==> config.mk <==
export PLATFORM = sky130hd
export DESIGN_NAME = serial_adder
export DESIGN_NICKNAME = d
export VERILOG_FILES = /design/src/rtl/serial_adder.sv
export SDC_FILE = /design/constraint.sdc
export NUM_CORES = 1
export LEC_CHECK = 0
export CAP_MARGIN = 0
export CORE_UTILIZATION = 50
export CTS_CLUSTER_DIAMETER = 30
export DETAILED_ROUTE_END_ITERATION = 8
export PLACE_DENSITY = 0.78
export SYNTH_ARGS = -nofsm -noshare
export SYNTH_HDL_FRONTEND = slang
export SYNTH_SLANG_ARGS = --single-unit
==> constraint.sdc <==
create_clock -name clk -period 1.87 [get_ports clk]
set_input_delay 0.2805 -clock clk [delete_from_list [all_inputs] [get_ports clk]]
set_output_delay 0.2805 -clock clk [all_outputs]
set_load 0.01 [all_outputs]
==> src/rtl/serial_adder.sv <==
// Bit-serial adder: one full-adder cell and a carry flop, one bit per clock, LSB first.
// Define SERIAL_ADDER_OVF_EN to add the registered signed-overflow output ovf.
module serial_adder #(
    parameter int unsigned WIDTH = 8
) (
    input  logic             clk,
    input  logic             rst_n,
    input  logic             in_valid,
    output logic             in_ready,
    input  logic [WIDTH-1:0] a,
    input  logic [WIDTH-1:0] b,
    output logic             out_valid,
    input  logic             out_ready,
    output logic [WIDTH-1:0] sum,
    output logic             carry_out,
`ifdef SERIAL_ADDER_OVF_EN
    output logic             ovf,
`endif
    output logic             busy
);

    localparam int unsigned CntW = $clog2(WIDTH) + 1;

    typedef enum logic [1:0] {
        StIdle,
        StRun,
        StDone
    } state_e;

    state_e             state_q, state_d;
    logic [WIDTH-1:0]   a_sh_q, a_sh_d;
    logic [WIDTH-1:0]   b_sh_q, b_sh_d;
    logic [WIDTH-2:0]   acc_q, acc_d;
    logic               carry_q, carry_d;
    logic [CntW-1:0]    cnt_q, cnt_d;
    logic [WIDTH-1:0]   sum_q, sum_d;
    logic               cout_q, cout_d;
`ifdef SERIAL_ADDER_OVF_EN
    logic               a_msb_q, a_msb_d;
    logic               b_msb_q, b_msb_d;
    logic               ovf_q, ovf_d;
`endif

    logic               bit_s;
    logic               bit_c;
    logic               last_bit;
    logic [WIDTH-1:0]   acc_full;

    // Full-adder cell on the current operand LSBs
    assign bit_s    = a_sh_q[0] ^ b_sh_q[0] ^ carry_q;
    assign bit_c    = (a_sh_q[0] & b_sh_q[0]) | (carry_q & (a_sh_q[0] ^ b_sh_q[0]));
    assign last_bit = (cnt_q == CntW'(WIDTH - 1));
    // Working sum after this bit: new bit enters from the MSB side
    assign acc_full = {bit_s, acc_q};

    always_comb begin
        state_d = state_q;
        a_sh_d  = a_sh_q;
        b_sh_d  = b_sh_q;
        acc_d   = acc_q;
        carry_d = carry_q;
        cnt_d   = cnt_q;
        sum_d   = sum_q;
        cout_d  = cout_q;
`ifdef SERIAL_ADDER_OVF_EN
        a_msb_d = a_msb_q;
        b_msb_d = b_msb_q;
        ovf_d   = ovf_q;
`endif

        case (state_q)
            StIdle: begin
                if (in_valid) begin
                    a_sh_d  = a;
                    b_sh_d  = b;
                    carry_d = 1'b0;
                    cnt_d   = '0;
`ifdef SERIAL_ADDER_OVF_EN
                    a_msb_d = a[WIDTH-1];
                    b_msb_d = b[WIDTH-1];
`endif
                    state_d = StRun;
                end
            end
            StRun: begin
                a_sh_d  = a_sh_q >> 1;
                b_sh_d  = b_sh_q >> 1;
                acc_d   = acc_full[WIDTH-1:1];
                carry_d = bit_c;
                cnt_d   = cnt_q + CntW'(1);
                if (last_bit) begin
                    sum_d   = acc_full;
                    cout_d  = bit_c;
`ifdef SERIAL_ADDER_OVF_EN
                    ovf_d   = (a_msb_q == b_msb_q) && (bit_s != a_msb_q);
`endif
                    state_d = StDone;
                end
            end
            StDone: begin
                if (out_ready) begin
                    state_d = StIdle;
                end
            end
            default: begin
                state_d = StIdle;
            end
        endcase
    end

    always_ff @(posedge clk or negedge rst_n) begin
        if (!rst_n) begin
            state_q <= StIdle;
            a_sh_q  <= '0;
            b_sh_q  <= '0;
            acc_q   <= '0;
            carry_q <= 1'b0;
            cnt_q   <= '0;
            sum_q   <= '0;
            cout_q  <= 1'b0;
`ifdef SERIAL_ADDER_OVF_EN
            a_msb_q <= 1'b0;
            b_msb_q <= 1'b0;
            ovf_q   <= 1'b0;
`endif
        end else begin
            state_q <= state_d;
            a_sh_q  <= a_sh_d;
            b_sh_q  <= b_sh_d;
            acc_q   <= acc_d;
            carry_q <= carry_d;
            cnt_q   <= cnt_d;
            sum_q   <= sum_d;
            cout_q  <= cout_d;
`ifdef SERIAL_ADDER_OVF_EN
            a_msb_q <= a_msb_d;
            b_msb_q <= b_msb_d;
            ovf_q   <= ovf_d;
`endif
        end
    end

    assign in_ready  = (state_q == StIdle);
    assign busy      = (state_q == StRun);
    assign out_valid = (state_q == StDone);
    assign sum       = sum_q;
    assign carry_out = cout_q;
`ifdef SERIAL_ADDER_OVF_EN
    assign ovf       = ovf_q;
`endif

endmodule

# Word level (Yosys, flattened, before mapping)
# Index checks and enable logic that the tools add are counted.
[classes]
n_mux = 12
bitwise_logic = 5
n_eq_ne = 6
addsub = 1
reduce_logical = 5
[ops]
columns = ["operator", "count"]
rows = [
  ["$pmux W8 S2", 2],
  ["$mux W8", 2],
  ["$pmux W4 S2", 1],
  ["$mux W2", 3],
  ["$pmux W2 S3", 1],
  ["$add A4 B1 Y4 const B", 1],
  ["$eq A4 B3 Y1 const B", 1],
  ["$mux W4", 1],
  ["$ne A2 B1 Y1 const B", 2],
  ["$reduce_and A2 Y1", 2],
  ["$reduce_and A3 Y1", 1],
  ["$and A1 B1 Y1", 2],
  ["$eq A2 B1 Y1 const B", 1],
  ["$eq A2 B2 Y1 const B", 1],
  ["$logic_not A2 Y1", 1],
  ["$ne A2 B2 Y1 const B", 1],
  ["$pmux W1 S2", 1],
  ["$reduce_bool A2 Y1", 1],
  ["$xor A1 B1 Y1", 2],
  ["$mux W1", 1],
  ["$or A1 B1 Y1", 1],
]
[word_totals]
ff_bits = 39
elab_cells = 37
inputBits = 20
output_inout_bits = 12

# Logic depth before layout (Yosys ltp)
# Gate-level depths: netlist of run 1.
[depth]
word_depth = 4
depth_mapped = 5

# Least setup slack after synthesis of run 1
# Ideal clock, no wire load.
[synth_timing]
path_type = "reg2reg"
startpoint = "reg cnt_q[0]"
endpoint = "reg cout_q, in the netlist carry_out"
path_stages_with_launch = 5
setup_slack_ns = 0.436
path_buffers = 0
t_required_ns = 1.745
arrival_ns = 1.309
setup_time_ns = 0.125
synth_period_minus_slack_ns = 1.434
cell_sequence = "dfrtp_1 ha_1 nand2_1 nor3_4 mux2_2"
[synth_between]
elab_chain_len = 2
[synth_rtl]
columns = ["element", "line_no", "rtl"]
rows = [
  ["start: declaration", "35", "logic [CntW-1:0] cnt_q, cnt_d;"],
  ["start signal: assignment", "132", "cnt_q <= cnt_d;"],
  ["$eq A4 B3 Y1", "52", "assign last_bit = (cnt_q == CntW'(WIDTH - 1));"],
  ["$reduce_and A2 Y1 (no source line)", "n/a", ""],
  ["end signal: assignment", "134", "cout_q <= cout_d;"],
  ["end: declaration", "37", "logic cout_q, cout_d;"],
]
# No other way between the ends.
# A chain may end at the register's enable or synchronous reset.

# Worst setup path in the final report of run 1
[layout_timing]
startpoint = "reg state_q[1]"
endpoint = "out busy"
[layout_between]
elab_chain_len = 1
[layout_rtl]
columns = ["element", "line_no", "rtl"]
rows = [
  ["start: declaration", "30", "state_e state_q, state_d;"],
  ["start signal: assignment", "113", "state_q <= StIdle;"],
  ["start signal: assignment", "127", "state_q <= state_d;"],
  ["$eq A2 B1 Y1", "144", "assign busy = (state_q == StRun);"],
  ["end: declaration", "19", "output logic busy"],
]
# No other way between the ends.

==> results.ini, run 1 <==
[placement]
io_buffers=31
dpl_cell_area_um2=2044
gp_congestion=0.8014
hpwl_um=2273

[layout]
drive_above_1_share=0.1518
final_cell_mix=nand2_1 (39), dfrtp_1 (38), clkdlybuf4s50_1 (28), o21ai_0 (16), a22oi_1 (14)
final_common_cell=nand2_1
antennaDiodeCount=0
fill_cells=272
nets=214
final_area_um2=2108
area_growth_pct=28.43

[logic_synthesis]
synthFlopType=dfrtp_1
postSynthCellCount=151
synth.distinct_cells=26
synth_area_per_cell_um2=10.87
syn_nets=173
synth_area_um2=1642
synth_async_sr_flop_share=1.000
ys_ff_latch=39
yosysWarnings=0
synth_edf_count=0
yosysSeqAreaShare=0.5945

[clocking]
root_buffer=clkbuf_4
cts_made_buffers=5
htreeDepth=2
cts_tree=built
clk_pin_slew_ns=0.10
cts.sink_count=39
cts_buffer_depth=2
clock_latency_ns=0.32

[timing]
tightestPinTransition_ns=0.4772
rsz0062_at_grt=no
fin_crit_ns=1.771
timing.hold.ws_ns=0.4334
relSlewSlack=0.6808
fmax_ghz=0.5646
period_share=0.9471
hold_viol_final=0
drv_slew=0
fin_skew_ns=0.002713
totalNegativeSetupSlack_ns=0
finalSetupViolations=0

[worst_setup_path]
worstSetupPathType=reg2out
timing.critical_path.from=state_q[1]
critical_path_required_ns=1.59
cp_max_fo=6
reg2reg_setup_slack_ns=0.26
cp.arrival_ns=1.49
crit_end=busy
rr_startpoint=cnt_q[0]
rr_worst_depth=4
r2r_end=sum[2]
cp-start-kind=register
critPathCaptureType=primary output

[floorplan]
die_h_um=59.30
io_pins=32
initial_core_util=0.5333
die_w_um=59.30
rows=20
core_um2=3078
die_area_um2=3516

[grt]
grt_pass1_wl_um=5278
grt_overflow_total=0
grt_max_degree=22
grt_pass1_vias=1291
antenna_found_initial=0
track_usage=0.2040

[power]
powerDensity_nw_per_um2=1371
peakVddDrop_uv=653.0
p_total_mw=2.891
p_leak_nw=0.9677

[routing]
dr_total_vias=1247
antenna_left=0
post_drt_wl_per_cell_um=13.19
first_pass_iters=4
route.detailed.drc=0
dr.first_iter.drc_count=14
wirelength_um=3100
viasPerCell=5.306

[run_status]
status=finished, final reports clean

[run]
cap_violations=0

[min_path]
min_path_type=in2async

-- cell families after synthesis --
| family | share of synthesized area |
|---|---|
| fa+ha+maj | 0.01982 |
| mux | 0.06784 |
| compound gates | 0.1601 |
| simple gates | 0.1311 |
| flops | 0.5945 |
| buf+inv | 0.02668 |
-- area by class of cell --
class / instances / area (um2) / area share
sequential: 39 / 977.2 / 0.4635
multi-input combinational: 101 / 631.9 / 0.2997
timing repair buffer: 42 / 391.6 / 0.1858
tap: 44 / 55.05 / 0.02611
clock buffer: 6 / 41.29 / 0.01958
inverter: 3 / 11.26 / 0.005341
-- how the worst min path moves through the flow --
| stage | startpoint | to | slack (ns) | cells after the start |
|---|---|---|---|---|
| floorplan | rst_n | a_sh_q[0] | -0.02 | 0 |
| global placement | rst_n | acc_q[2] | 0.26 | 1 |
| detailed placement | rst_n | sum[2] | 0.26 | 1 |
| CTS | rst_n | sum[2] | 0.43 | 2 |
| global route | rst_n | acc_q[2] | 0.46 | 2 |
| finish | rst_n | acc_q[2] | 0.43 | 2 |
-- metrics by stage --
stage	setup WS, ns	cells	utilization
after floorplan	0.4362	151	-
after global placement	0.2568	228	0.6642
after detailed placement	0.2701	228	0.6642
after CTS	0.003356	235	0.6829
after global routing	0.01704	235	0.6850
final	0.09887	235	0.6850
-- Yosys cell counts, drive strengths merged (2+ instances only) --
master	instances	area share
o21ai	16	0.049
nand2	39	0.089
nand2b	2	0.0076
inv	2	0.0046
a21oi	2	0.0061
clkbuf	6	0.014
dfrtp	39	0.59
nor2	2	0.0046
a22o	3	0.016
nor2b	2	0.0076
mux2	9	0.062
a22oi	14	0.064
buf	2	0.0061
-- flip-flops by register name (all words and copies together) (netlist names) --
name,cells
carry_out,1
sum,8
cnt_q,4
state_q,2
acc_q,7
a_sh_q,8
b_sh_q,8
carry_q,1
-- where the power goes --
| part | total (mW) | internal (mW) | switching [mW] |
|---|---|---|---|
| clock network | 0.370 | 0.134 | 0.236 |
| registers | 1.39 | 1.17 | 0.221 |
| logic | 1.13 | 0.598 | 0.532 |
-- timing repair --
action                                  in CTS  in global routing
buffers inserted                             0                  0
hold buffers                                 1                  0
endpoints found under the setup margin       3                  1
pin swaps                                    0                  0
hold endpoints to repair                    19                  0
gates resized for setup                      5                  2
-- critical path, stage by stage (launching register included) --
cell,delay (ns)
dfrtp_1,0.40
nand2b_4,0.18
clkinv_1,0.06
clkdlybuf4s50_1,0.52
-- layer usage --
metal	wire length, um	track usage	vias to the layer above
met4	42	0.1020	0
met1	1394	0.2392	609
met3	128	0.04148	5
met2	1534	0.3531	33
li1	-	-	600
met5	0	0	-
Power figures use the tool's default switching activity.
==> inputs of run 2 (changes only) <==
CTS_CLUSTER_SIZE = 25   (was unset)
==> results of run 2 <==
No change in the layout: final DEF, timing and power equal those of run 1.
